## config.mk

```make
export PLATFORM = sky130hd
export DESIGN_NAME = mul_sched
export DESIGN_NICKNAME = d
export VERILOG_FILES = /design/src/rtl/mul_sched_pkg.sv /design/src/rtl/rr_arbiter.sv /design/src/rtl/mul_sched.sv
export SDC_FILE = /design/constraint.sdc
export NUM_CORES = 1
export LEC_CHECK = 0
export ABC_AREA = 1
export BUFFER_PORTS_ARGS = -buffer_cell sky130_fd_sc_hd__buf_2
export CAP_MARGIN = 10
export CORE_ASPECT_RATIO = 1.4
export CORE_MARGIN = 8
export CORE_UTILIZATION = 35
export CTS_CLUSTER_SIZE = 20
export DETAILED_ROUTE_END_ITERATION = 7
export GPL_ROUTABILITY_DRIVEN = 1
export GPL_TIMING_DRIVEN = 0
export PLACE_DENSITY = 0.68
export RECOVER_POWER = 50
export SLEW_MARGIN = 40
export SYNTH_ARGS = -nofsm -noshare
export SYNTH_HDL_FRONTEND = slang
export SYNTH_HIERARCHICAL = 1
export SYNTH_SLANG_ARGS = --single-unit
```

## constraint.sdc

```tcl
create_clock -name Clk -period 2.05 [get_ports Clk]
set_input_delay 0 -clock Clk [delete_from_list [all_inputs] [get_ports Clk]]
set_output_delay 0 -clock Clk [all_outputs]
set_load 0.05 [all_outputs]
```

## src/rtl/mul_sched_pkg.sv

```systemverilog
// Shared types for the add-shift multiplier sequencer: FSM state encoding and
// the iteration counter sizing helper.
package mul_sched_pkg;

    typedef enum logic [2:0] {
        IDLE  = 3'd0,
        LOAD  = 3'd1,
        CHECK = 3'd2,
        ADD   = 3'd3,
        SUB   = 3'd4,
        SHIFT = 3'd5,
        DONE  = 3'd6
    } state_t;

    // Counter must hold WIDTH itself, not just WIDTH-1.
    function automatic int cnt_width(input int width);
        return $clog2(width + 1);
    endfunction

endpackage

```

## src/rtl/rr_arbiter.sv

```systemverilog
// Combinational round-robin pick: first set req bit at or after pointer, wrapping.
// Zero latency; grants nothing while enable is low.
module rr_arbiter
    import mul_sched_pkg::*;
#(
    parameter int NREQ = 2
) (
    input  logic [NREQ-1:0]         req,
    input  logic [$clog2(NREQ)-1:0] pointer,
    input  logic                    enable,
    output logic [NREQ-1:0]         grant,
    output logic [$clog2(NREQ)-1:0] grant_idx,
    output logic                    any
);

    localparam int IW = $clog2(NREQ);

    logic [IW-1:0] j;

    always_comb begin
        grant     = '0;
        grant_idx = '0;
        any       = 1'b0;
        j         = '0;
        for (int i = 0; i < NREQ; i++) begin
            j = IW'((int'(pointer) + i) % NREQ);
            if (enable && !any && req[j]) begin
                grant[j]  = 1'b1;
                grant_idx = j;
                any       = 1'b1;
            end
        end
    end

endmodule

```

## src/rtl/mul_sched.sv

```systemverilog
// Shares one add-shift signed multiplier among NREQ requesters, round-robin.
// LOAD one cycle after the sampling IDLE cycle, 2 or 3 cycles per bit, then CHECK, DONE; req ignored while busy.
module mul_sched
    import mul_sched_pkg::*;
#(
    parameter int NREQ  = 2,
    parameter int WIDTH = 8
) (
    input  logic                    Clk,
    input  logic                    Reset,
    input  logic [NREQ-1:0]         req,
    input  logic                    M,
    output logic [NREQ-1:0]         gnt,
    output logic [$clog2(NREQ)-1:0] sel,
    output logic                    busy,
    output logic                    Clr_A,
    output logic                    Ld_B,
    output logic                    Add,
    output logic                    Sub,
    output logic                    Shift,
    output logic [NREQ-1:0]         done
);

    localparam int IW = $clog2(NREQ);
    localparam int CW = cnt_width(WIDTH);

    state_t          state, state_nxt;
    logic [CW-1:0]   count;
    logic [IW-1:0]   rr_ptr;
    logic [NREQ-1:0] arb_gnt;
    logic [IW-1:0]   arb_idx;
    logic            arb_any;

    rr_arbiter #(.NREQ(NREQ)) u_arb (
        .req       (req),
        .pointer   (rr_ptr),
        .enable    (state == IDLE),
        .grant     (arb_gnt),
        .grant_idx (arb_idx),
        .any       (arb_any)
    );

    always_ff @(posedge Clk) begin
        if (Reset) state <= IDLE;
        else       state <= state_nxt;
    end

    always_ff @(posedge Clk) begin
        if (Reset) begin
            count  <= '0;
            rr_ptr <= '0;
            gnt    <= '0;
            sel    <= '0;
        end else begin
            case (state)
                IDLE: if (arb_any) begin
                    gnt    <= arb_gnt;
                    sel    <= arb_idx;
                    rr_ptr <= IW'((int'(arb_idx) + 1) % NREQ);
                end
                LOAD:  count <= '0;
                SHIFT: count <= count + 1'b1;
                DONE: begin
                    gnt <= '0;
                    sel <= '0;
                end
                default: ;
            endcase
        end
    end

    // The last multiplier bit carries negative weight, so a set MSB subtracts.
    always_comb begin
        state_nxt = state;
        busy      = 1'b1;
        Clr_A     = 1'b0;
        Ld_B      = 1'b0;
        Add       = 1'b0;
        Sub       = 1'b0;
        Shift     = 1'b0;
        done      = '0;
        case (state)
            IDLE: begin
                busy = 1'b0;
                if (arb_any) state_nxt = LOAD;
            end
            LOAD: begin
                Clr_A     = 1'b1;
                Ld_B      = 1'b1;
                state_nxt = CHECK;
            end
            CHECK: begin
                if (count == CW'(WIDTH))                 state_nxt = DONE;
                else if (M && count == CW'(WIDTH - 1))   state_nxt = SUB;
                else if (M)                              state_nxt = ADD;
                else                                     state_nxt = SHIFT;
            end
            ADD: begin
                Add       = 1'b1;
                state_nxt = SHIFT;
            end
            SUB: begin
                Sub       = 1'b1;
                state_nxt = SHIFT;
            end
            SHIFT: begin
                Shift     = 1'b1;
                state_nxt = CHECK;
            end
            DONE: begin
                done      = gnt;
                state_nxt = IDLE;
            end
            default: begin
                busy      = 1'b0;
                state_nxt = IDLE;
            end
        endcase
    end

endmodule

```

==> flow_summary.yaml, run 1 <==
finish:
  final_nets: 127
  area_growth_pct: 17.4
  num_antenna_cells: 0
  n_fill_cell: 222
  finalInstanceArea_um2: 801
  final_layout_size_suffix_gt1_frac: 0.244
  fin_cells: 140
floorplanning:
  chipWidth_um: 53.3
  core_area_um2: 1900
  num_io_pins: 16
  die-area_um2: 3640
  die_y_um: 68.2
  num_rows: 19
  start_util: 0.359
synth:
  synth_nets: 106
  syn_avg_cell_area_um2: 6.89
  syn_inst: 99
  ys_seq_area_frac: 0.323
  ys_seq_elements: 11
  synth_cell_types: 22
  synth_area_um2: 682
  ys_warn_count: 6
clocking:
  cts_tree: "done"
  ctsHtreeMaxLevel: 1
  cts_buffer_depth: 2
  cts_root_buffer: "clkbuf_4"
  cts_buffers: 3
  clock_latency_ns: 0.26
  cts_setup_buffers: 0
  clkSinkCount: 11
  cts.clk_slew.worst_paths_ns: 0.07
hold_path:
  hp-class: "input port to flip-flop"
  holdPathEnd: "gnt[0]$_SDFFE_PP0P_"
  worstHoldPathCells: 4
  hold_start: "req[1]"
global_route:
  grt_max_degree: 10
  grtUsageTotal: 0.0834
  antenna_found_initial: 0
  grt_pass1_wl_um: 2350
  grt_pass1_vias: 619
  globalRoute.totalOverflow: 0
timing:
  worst_slew_pin_slew_ns: 0.600
  drv_slew: 0
  fin_skew_ns: 0.00105
  fin_crit_ns: 1.58
  maxSlewHeadroom: 0.602
  setup_violations: 0
  fin_crit_sh: 0.769
  max_freq_mhz: 634
  hold_viol_final: 0
  rsz0062_at_grt: "false"
  finalSetupTns_ns: 0
drt:
  routed_wl_um: 1410
  wire_per_inst_um: 10.1
  ant_nets: 0
  drt_iter0_drc: 12
  vias_per_cell: 4.64
  vias: 650
  first_pass_iters: 4
  post-route-drc-count: 0
placement:
  dp_hpwl_um: 1200
  place_congestion: 0.811
  placed_cells: 135
  placed_area_um2: 783
  port_buffers: 15
critical_path:
  critPathTopFamily: "buffers and inverters"
  reg2reg_to: "sel$_SDFFE_PP0P_"
  crit_path_top_delay_cell: "dfxtp_1"
  slowest_delay_ns: 0.43
  crit_type: "flip-flop to output pin"
  critPathArrivalTime_ns: 1.58
  crit_buf_inv: 3
  rr_worst_depth: 11
  reg2reg_slack_ns: 0.62
  reg2reg_from: "state[2]$_SDFFE_PP0P_"
  required_ns: 2.05
  path_cells: "clkinv_1 -> nand2_1 -> nor2_1 -> buf_4 -> buf_2"
  path_max_fanout: 9
  cp-end-kind: "output pin"
  cp-start-kind: "flip-flop"
power_and_ir_drop:
  clkPwrFrac: 0.132
  seqPwrFrac: 0.282
  p_per_area_nw_per_um2: 1360
  power.switching_uw: 584
  p_int_uw: 502
  netSwitchingFraction: 0.538
  power.leakage_nw: 0.339
  vdd_drop_max_v: 0.000756
  finalPower_mw: 1.09
  p_comb_frac: 0.587
flow_run:
  maxCapViolCount: 0
run_status:
  status: "finished, final reports clean"
==> how the worst max path moves through the flow <==
stage,endpoint,cells after the start,startpoint,slack (ns)
floorplan,Ld_B,3,state[0]$_SDFFE_PP0P_,0.46
global placement,sel$_SDFFE_PP0P_,10,state[1]$_SDFFE_PP0P_,0.68
detailed placement,sel$_SDFFE_PP0P_,11,state[2]$_SDFFE_PP0P_,0.63
CTS,sel$_SDFFE_PP0P_,11,state[2]$_SDFFE_PP0P_,0.62
global route,Ld_B,5,state[1]$_SDFFE_PP0P_,0.35
finish,Ld_B,5,state[1]$_SDFFE_PP0P_,0.47
==> power by group through the flow <==
stage / clock network (mW) / registers, mW / logic [mW]
6_report: 0.143 / 0.306 / 0.637
5_1_grt: 0.162 / 0.314 / 0.694
4_1_cts: 0.150 / 0.308 / 0.659
3_5_place_dp: 0 / 0.312 / 0.657
3_3_place_gp: 0 / 0.312 / 0.645
2_1_floorplan: 0 / 0.377 / 0.467
==> routing by layer <==
| layer | share of wire | wire (um) | track usage | vias to the layer above |
|---|---|---|---|---|
| met2 | 0.55 | 774 | 0.159 | 8 |
| met3 | 0.034 | 48 | 0.0130 | 2 |
| met4 | 0.012 | 17 | 0.0475 | 0 |
| met5 | 0 | 0 | 0 | - |
| met1 | 0.41 | 573 | 0.0808 | 289 |
| li1 | - | - | - | 351 |
==> cells in the final DEF (no fill, tap or decap) <==
cell / count
a21oi_1: 12
a21oi_2: 1
buf_2: 10
buf_4: 1
buf_6: 1
clkbuf_1: 6
clkbuf_4: 3
clkinv_1: 1
dfxtp_1: 11
dlygate4sd3_1: 1
ha_1: 2
inv_1: 13
inv_2: 2
inv_4: 1
nand2_1: 24
nand2_2: 3
nand3_1: 5
nand4_1: 1
nor2_1: 7
nor2_2: 4
nor2_4: 2
nor3_1: 2
nor3b_1: 1
o211ai_1: 1
o21ai_0: 3
o21ai_4: 1
==> Yosys cell counts <==
library cell | instances | area share
nand2_1 | 23 | 0.13
nor2_2 | 4 | 0.037
nor3_2 | 1 | 0.015
a21oi_1 | 12 | 0.088
o21ai_4 | 1 | 0.024
nor3_1 | 1 | 0.0073
dfxtp_1 | 11 | 0.32
nor2_1 | 7 | 0.039
inv_2 | 3 | 0.017
ha_1 | 2 | 0.037
nand4_1 | 1 | 0.0092
o21ai_0 | 3 | 0.022
a21oi_2 | 1 | 0.013
nor2_4 | 2 | 0.033
inv_4 | 1 | 0.0092
buf_6 | 1 | 0.017
o211ai_1 | 1 | 0.011
nand2_2 | 4 | 0.037
nor3b_2 | 1 | 0.018
inv_1 | 13 | 0.072
buf_4 | 1 | 0.011
nand3_1 | 5 | 0.037
==> what timing repair did <==
item                      4_1_cts  5_1_grt
gates resized for setup         0        0
hold buffers                    1        0
hold endpoints to repair        5        0
==> sequential cells by signal, indices dropped and copies added (netlist names) <==
name    cells
state       3
rr_ptr      1
sel         1
gnt         2
count       4
==> metrics by stage <==
step | setup WS, ns | hold slack, ns | utilization
3_5_place_dp | 0.633 | 0.257 | 0.412
5_1_grt | 0.352 | 0.0871 | 0.421
4_1_cts | 0.623 | 0.0472 | 0.431
2_1_floorplan | 0.458 | 0.0624 | -
6_report | 0.474 | 0.0529 | 0.421
3_3_place_gp | 0.680 | 0.252 | 0.412
==> kinds of logic (layout without fill, tap and decap cells) <==
group / after synthesis / count (layout) / share of synthesized area
simple gates: 49 / 49 / 0.358
buf+inv: 19 / 39 / 0.125
compound gates: 18 / 18 / 0.158
fa+ha+maj: 2 / 2 / 0.0367
flops: 11 / 11 / 0.323
==> final cells by class <==
class                           count  area [um^2]  share of cell area
Inverter                           17         66.3              0.0828
Tap cell                           21         26.3              0.0328
Multi-Input combinational cell     69          364               0.455
Sequential cell                    11          220               0.275
Clock buffer                        4         26.3              0.0328
Buffer                              2         18.8              0.0234
Timing Repair Buffer               16         78.8              0.0984
==> worst min-delay path, delay by kind of cell <==
family	cells	cell delay, ns
buffers and inverters	1	0.09
AND/OR/NAND/NOR	1	0.06
AO/OA/AOI/OAI	2	0.11
No activity file was read; power rests on OpenSTA's default activity.
==> run 2, diff against run 1 <==
==> constraint.sdc (replaced) <==
create_clock -name Clk -period 1.6 [get_ports Clk]
set_input_delay 0 -clock Clk [delete_from_list [all_inputs] [get_ports Clk]]
set_output_delay 0 -clock Clk [all_outputs]
set_load 0.05 [all_outputs]
==> run 2 against run 1 <==
  * Setup slack worse by 0.30 ns
  * Worst hold slack hardly changed
  * Combinational power is 29% higher
  * Core utilization is 0.26 points higher
  * Cell count stayed put
  * Critical path type is now flip-flop to flip-flop
  * Final area is 0.63% higher
  * Sequential cell count stayed put
  * Clock-buffer cell count stayed put
  * Clock skew hardly changed
  * Clock power is 28% higher
==> flow_summary.yaml, run 2 (synthesis results as in run 1) <==
run_status:
  status: "finished, final reports clean"
drt:
  vias_per_cell: 4.65
  post-route-drc-count: 0
  vias: 651
  routedLengthMet1_um: 571
  first_pass_iters: 4
  drt_iter0_drc: 10
  route.met3.wl_um: 48
  routed_wl_um: 1410
  wire_per_inst_um: 10.1
  ant_nets: 0
  wl_met2_um: 769
  highest_layer: "met4"
clocking:
  cts_buffers: 3
  cts_root_buffer: "clkbuf_4"
  post_cts_resized: 0
  cts.clk_slew.worst_paths_ns: 0.07
  clock_latency_ns: 0.26
  clkSinkCount: 11
  ctsHtreeMaxLevel: 1
  cts_tree: "done"
  cts_buffer_depth: 2
power_and_ir_drop:
  p_comb_frac: 0.588
  p_int_uw: 651
  power.leakage_nw: 0.347
  clkPwrFrac: 0.131
  seqPwrFrac: 0.281
  vdd_drop_max_v: 0.000977
  power.switching_uw: 751
  p_per_area_nw_per_um2: 1740
  netSwitchingFraction: 0.536
global_route:
  globalRoute.totalOverflow: 0
  grtUsageTotal: 0.0834
  grt_max_degree: 10
  antenna_found_initial: 0
  grt_pass1_wl_um: 2350
  grt_pass1_vias: 619
floorplanning:
  num_rows: 19
  die-area_um2: 3640
  start_util: 0.359
  die_y_um: 68.2
  chipWidth_um: 53.3
  core_area_um2: 1900
  num_io_pins: 16
placement:
  place_congestion: 0.811
  dp_hpwl_um: 1200
  port_buffers: 15
finish:
  largest_reg_flops: 4
  regMostFlops: "count"
  layout_common_cells: "nand2_1 (23), inv_1 (14), a21oi_1 (12)"
  final_nets: 127
  final_common_cell: "nand2_1"
  final_layout_size_suffix_gt1_frac: 0.269
  reg.largest.list: "count: 4 flops, state: 3 flops, gnt: 2 flops"
  num_antenna_cells: 0
  area_growth_pct: 18.2
  n_fill_cell: 220
critical_path:
  cp-end-kind: "flip-flop"
  path_max_fanout: 9
  critPathArrivalTime_ns: 1.59
  required_ns: 1.76
  crit_type: "flip-flop to flip-flop"
  cp-start-kind: "flip-flop"
timing:
  rsz0062_at_grt: "false"
  maxSlewHeadroom: 0.603
  setup_violations: 0
  hold_viol_final: 0
  fin_crit_sh: 0.894
  fin_skew_ns: 0.000870
  finalSetupTns_ns: 0
  drv_slew: 0
  fin_crit_ns: 1.43
  worst_slew_pin_slew_ns: 0.598
  max_freq_mhz: 699
  hold_ws_ns: 0.0526
hold_path:
  hp-class: "input port to flip-flop"
flow_run:
  maxCapViolCount: 0
==> run 2: changes by cell type in the layout (fill, tap and decap cells not counted) <==
cell	before	now
clkbuf_1	6	4
clkbuf_2	0	2
clkinv_1	1	0
inv_1	13	14
nand2_1	24	23
nand2_2	3	4
==> run 2: timing repair <==
| action | 4_1_cts | 5_1_grt |
|---|---|---|
| hold buffers | 1 | 0 |
| hold endpoints to repair | 5 | 0 |
| setup buffers | 0 | 0 |
==> run 2: area by class of cell <==
class                           count  area, um^2  area share
Multi-Input combinational cell     69         367       0.455
Clock buffer                        4        26.3      0.0326
Tap cell                           21        26.3      0.0326
Sequential cell                    11         220       0.273
Buffer                              2        18.8      0.0233
Inverter                           17        66.3      0.0823
Timing Repair Buffer               16        81.3       0.101
==> run 2: routing by layer <==
layer,global-route usage,vias to the layer above
met3,0.0130,2
met2,0.159,8
met5,0,-
met1,0.0808,289
li1,-,352
met4,0.0475,0
==> run 2: worst max-delay path, cell delays in order (launching register included) <==
cell     delay (ns)
dfxtp_1        0.31
buf_6          0.14
inv_4          0.07
nand2_2        0.08
inv_2          0.08
nand2_1        0.08
nand2_1        0.13
inv_1          0.08
nor2_4         0.14
nand2_2        0.08
o21ai_0        0.08
nor2_1         0.05
==> run 2: path summary, 6_finish.rpt <==
kind	start	endpoint	slack [ns]	cells past startpoint
worst max-delay path	state[2]$_SDFFE_PP0P_	sel$_SDFFE_PP0P_	0.17	11
worst max register to register	state[2]$_SDFFE_PP0P_	sel$_SDFFE_PP0P_	0.17	11
worst min-delay path	req[1]	gnt[0]$_SDFFE_PP0P_	0.05	4
worst min register to register	gnt[0]$_SDFFE_PP0P_	gnt[0]$_SDFFE_PP0P_	0.48	2
==> run 2: through the flow <==
step	power, mW	area (um^2)	cells	worst slack [ns]	utilization
2_1_floorplan	1.08	682	99	0.00751	-
3_3_place_gp	1.23	783	135	0.230	0.412
3_5_place_dp	1.24	783	135	0.183	0.412
4_1_cts	1.43	820	140	0.173	0.431
5_1_grt	1.51	806	140	0.0520	0.424
6_report	1.40	806	140	0.170	0.424
==> run 2: power by group through the flow <==
stage | clock network (mW) | registers, mW | logic, mW
global placement | 0 | 0.400 | 0.826
CTS | 0.192 | 0.394 | 0.844
global route | 0.208 | 0.403 | 0.899
detailed placement | 0 | 0.399 | 0.842
finish | 0.183 | 0.394 | 0.824
floorplan | 0 | 0.483 | 0.598
==> run 3, diff against run 2 <==
--- a/config.mk
+++ b/config.mk
@@ -9,15 +9,14 @@
 export BUFFER_PORTS_ARGS = -buffer_cell sky130_fd_sc_hd__buf_2
 export CAP_MARGIN = 10
 export CORE_ASPECT_RATIO = 1.4
-export CORE_MARGIN = 8
 export CORE_UTILIZATION = 35
 export CTS_CLUSTER_SIZE = 20
 export DETAILED_ROUTE_END_ITERATION = 7
 export GPL_ROUTABILITY_DRIVEN = 1
 export GPL_TIMING_DRIVEN = 0
-export PLACE_DENSITY = 0.68
+export PLACE_DENSITY = 0.7
 export RECOVER_POWER = 50
-export SLEW_MARGIN = 40
+export SLEW_MARGIN = 30
 export SYNTH_ARGS = -nofsm -noshare
 export SYNTH_HDL_FRONTEND = slang
 export SYNTH_HIERARCHICAL = 1
==> constraint.sdc (replaced) <==
create_clock -name Clk -period 1.2 [get_ports Clk]
set_input_delay 0 -clock Clk [delete_from_list [all_inputs] [get_ports Clk]]
set_output_delay 0 -clock Clk [all_outputs]
set_load 0.05 [all_outputs]
==> run 3 against run 2 <==
  * The run now ends with setup timing left
  * Global-route usage up 9.6 points
  * Wire length is 20% higher
  * Sequential cell count unchanged
  * Cell count grew 10%
==> flow_summary.yaml, run 3 (synthesis results as in run 1) <==
floorplanning:
  start_util: 0.378
  core_area_um2: 1800
  chipWidth_um: 39.3
  die_y_um: 54.2
  die-area_um2: 2130
  num_rows: 18
  num_io_pins: 16
global_route:
  grtUsageTotal: 0.179
  globalRoute.totalOverflow: 0
  grt_max_degree: 10
  antenna_found_initial: 0
  grt_pass1_vias: 668
  grt_pass1_wl_um: 2620
critical_path:
  path_cells: "buf_4 -> nand2_8 -> nor2_2 -> buf_8"
  crit_type: "flip-flop to output pin"
  crit_path_top_delay_cell: "dfxtp_4"
  path_max_fanout: 9
  cp-end-kind: "output pin"
  crit_buf_inv: 2
  cp-start-kind: "flip-flop"
  cp.depth: 4
  required_ns: 1.20
  critPathArrivalTime_ns: 1.23
  slowest_delay_ns: 0.38
  rr_worst_depth: 10
  critPathTopFamily: "flip-flops"
power_and_ir_drop:
  netSwitchingFraction: 0.498
  vdd_drop_max_v: 0.00176
  seqPwrFrac: 0.219
  power.leakage_nw: 0.460
  p_comb_frac: 0.678
  power.switching_mw: 1.25
  p_per_area_nw_per_um2: 2410
  clkPwrFrac: 0.103
  p_int_mw: 1.27
timing:
  rsz0062_at_grt: "true"
  setup_ws_ns: -0.0283
  maxSlewHeadroom: 0.814
  fin_crit_sh: 1.02
  max_freq_mhz: 814
  finalSetupTns_ns: -0.0650
  worst_slew_pin_slew_ns: 0.280
  setup_violations: 3
  drv_slew: 0
  hold_viol_final: 0
  fin_crit_ns: 1.23
  fin_skew_ns: 0.0105
drt:
  vias_per_cell: 4.85
  post-route-drc-count: 0
  routed_wl_um: 1690
  drt_iter0_drc: 14
  vias: 747
  wire_per_inst_um: 10.9
  ant_nets: 0
  first_pass_iters: 4
placement:
  post-place-ws_ns: -0.127
  port_buffers: 15
  place_congestion: 0.742
  dp_hpwl_um: 1030
  placed_area_um2: 801
flow_run:
  maxCapViolCount: 0
hold_path:
  worstHoldPathCells: 4
  hp-class: "input port to flip-flop"
clocking:
  cts.clk_slew.worst_paths_ns: 0.08
  clock_latency_ns: 0.27
  cts_tree: "done"
  ctsHtreeMaxLevel: 1
  clkSinkCount: 11
  cts_buffers: 3
  cts_buffer_depth: 2
  cts_root_buffer: "clkbuf_4"
finish:
  final_layout_size_suffix_gt1_frac: 0.485
  area_growth_pct: 53.6
  layout_common_cells: "buf_4 (21), nand2_1 (20), inv_1 (12)"
  final_nets: 142
  largest_reg_flops: 4
  reg.largest.list: "count: 4 flops, state: 3 flops, gnt: 2 flops"
  n_fill_cell: 170
  regMostFlops: "count"
  final_common_cell: "buf_4"
  num_antenna_cells: 0
  finalInstanceArea_um2: 1050
run_status:
  status: "finished with violations"
  violations: "setup timing"
run 3: cell types whose count changed in the layout (fill, tap and decap cells not counted), sizes merged:
cell,before,now
clkbuf,9,7
buf,12,29
run 3: path summary, 6_finish.rpt:
path | startpoint | endpoint | slack [ns]
min | req[1] | gnt[0]$_SDFFE_PP0P_ | 0.05
min reg2reg | gnt[0]$_SDFFE_PP0P_ | gnt[0]$_SDFFE_PP0P_ | 0.49
max | state[0]$_SDFFE_PP0P_ | Shift | -0.03
max reg2reg | state[0]$_SDFFE_PP0P_ | sel$_SDFFE_PP0P_ | -0.03
run 3: final cells by class:
cell class | count | area, um^2 | share of cell area
multi-input cells | 69 | 440 | 0.421
clock buffers | 4 | 26.3 | 0.0251
well taps | 20 | 25.0 | 0.0239
plain buffers | 2 | 18.8 | 0.0179
repair buffers | 31 | 236 | 0.226
inverters | 17 | 71.3 | 0.0681
flip-flops and latches | 11 | 229 | 0.219
run 3: per-layer routing:
metal  GRT usage  wire length (um)
met1       0.175               696
met4      0.0862                29
met5           0                 0
met3      0.0366                61
met2       0.342               899
run 3: metrics by stage:
stage	hold slack [ns]	util	cells	total power, mW
finish	0.0493	0.581	154	2.52
floorplan	0.0624	-	99	1.48
global placement	0.255	0.444	134	1.65
CTS	0.0636	0.535	147	2.25
global route	0.0597	0.581	154	2.67
detailed placement	0.259	0.444	134	1.67
run 3: worst register-to-register path, cell delays in order, from the launching register on:
cell     delay, ns
dfxtp_4       0.37
nor2_4        0.13
nand2_4       0.07
inv_4         0.08
nand2_4       0.06
nand2_4       0.07
inv_2         0.04
nor2_4        0.12
nand2_2       0.09
o21ai_2       0.06
nor2_1        0.05
run 3: power by group through the flow:
stage,Sequential [mW],Combinational (mW),Clock (mW)
2_1_floorplan,0.654,0.823,0
3_3_place_gp,0.538,1.11,0
3_5_place_dp,0.541,1.13,0
4_1_cts,0.555,1.44,0.260
5_1_grt,0.563,1.83,0.283
6_report,0.552,1.71,0.260
run 3: repair_timing:
item,4_1_cts,5_1_grt
endpoints found under the hold margin,5,0
buffers inserted,8,7
hold buffers,1,0
pin swaps,6,8
resized for setup,23,11
setup endpoints to repair,11,12
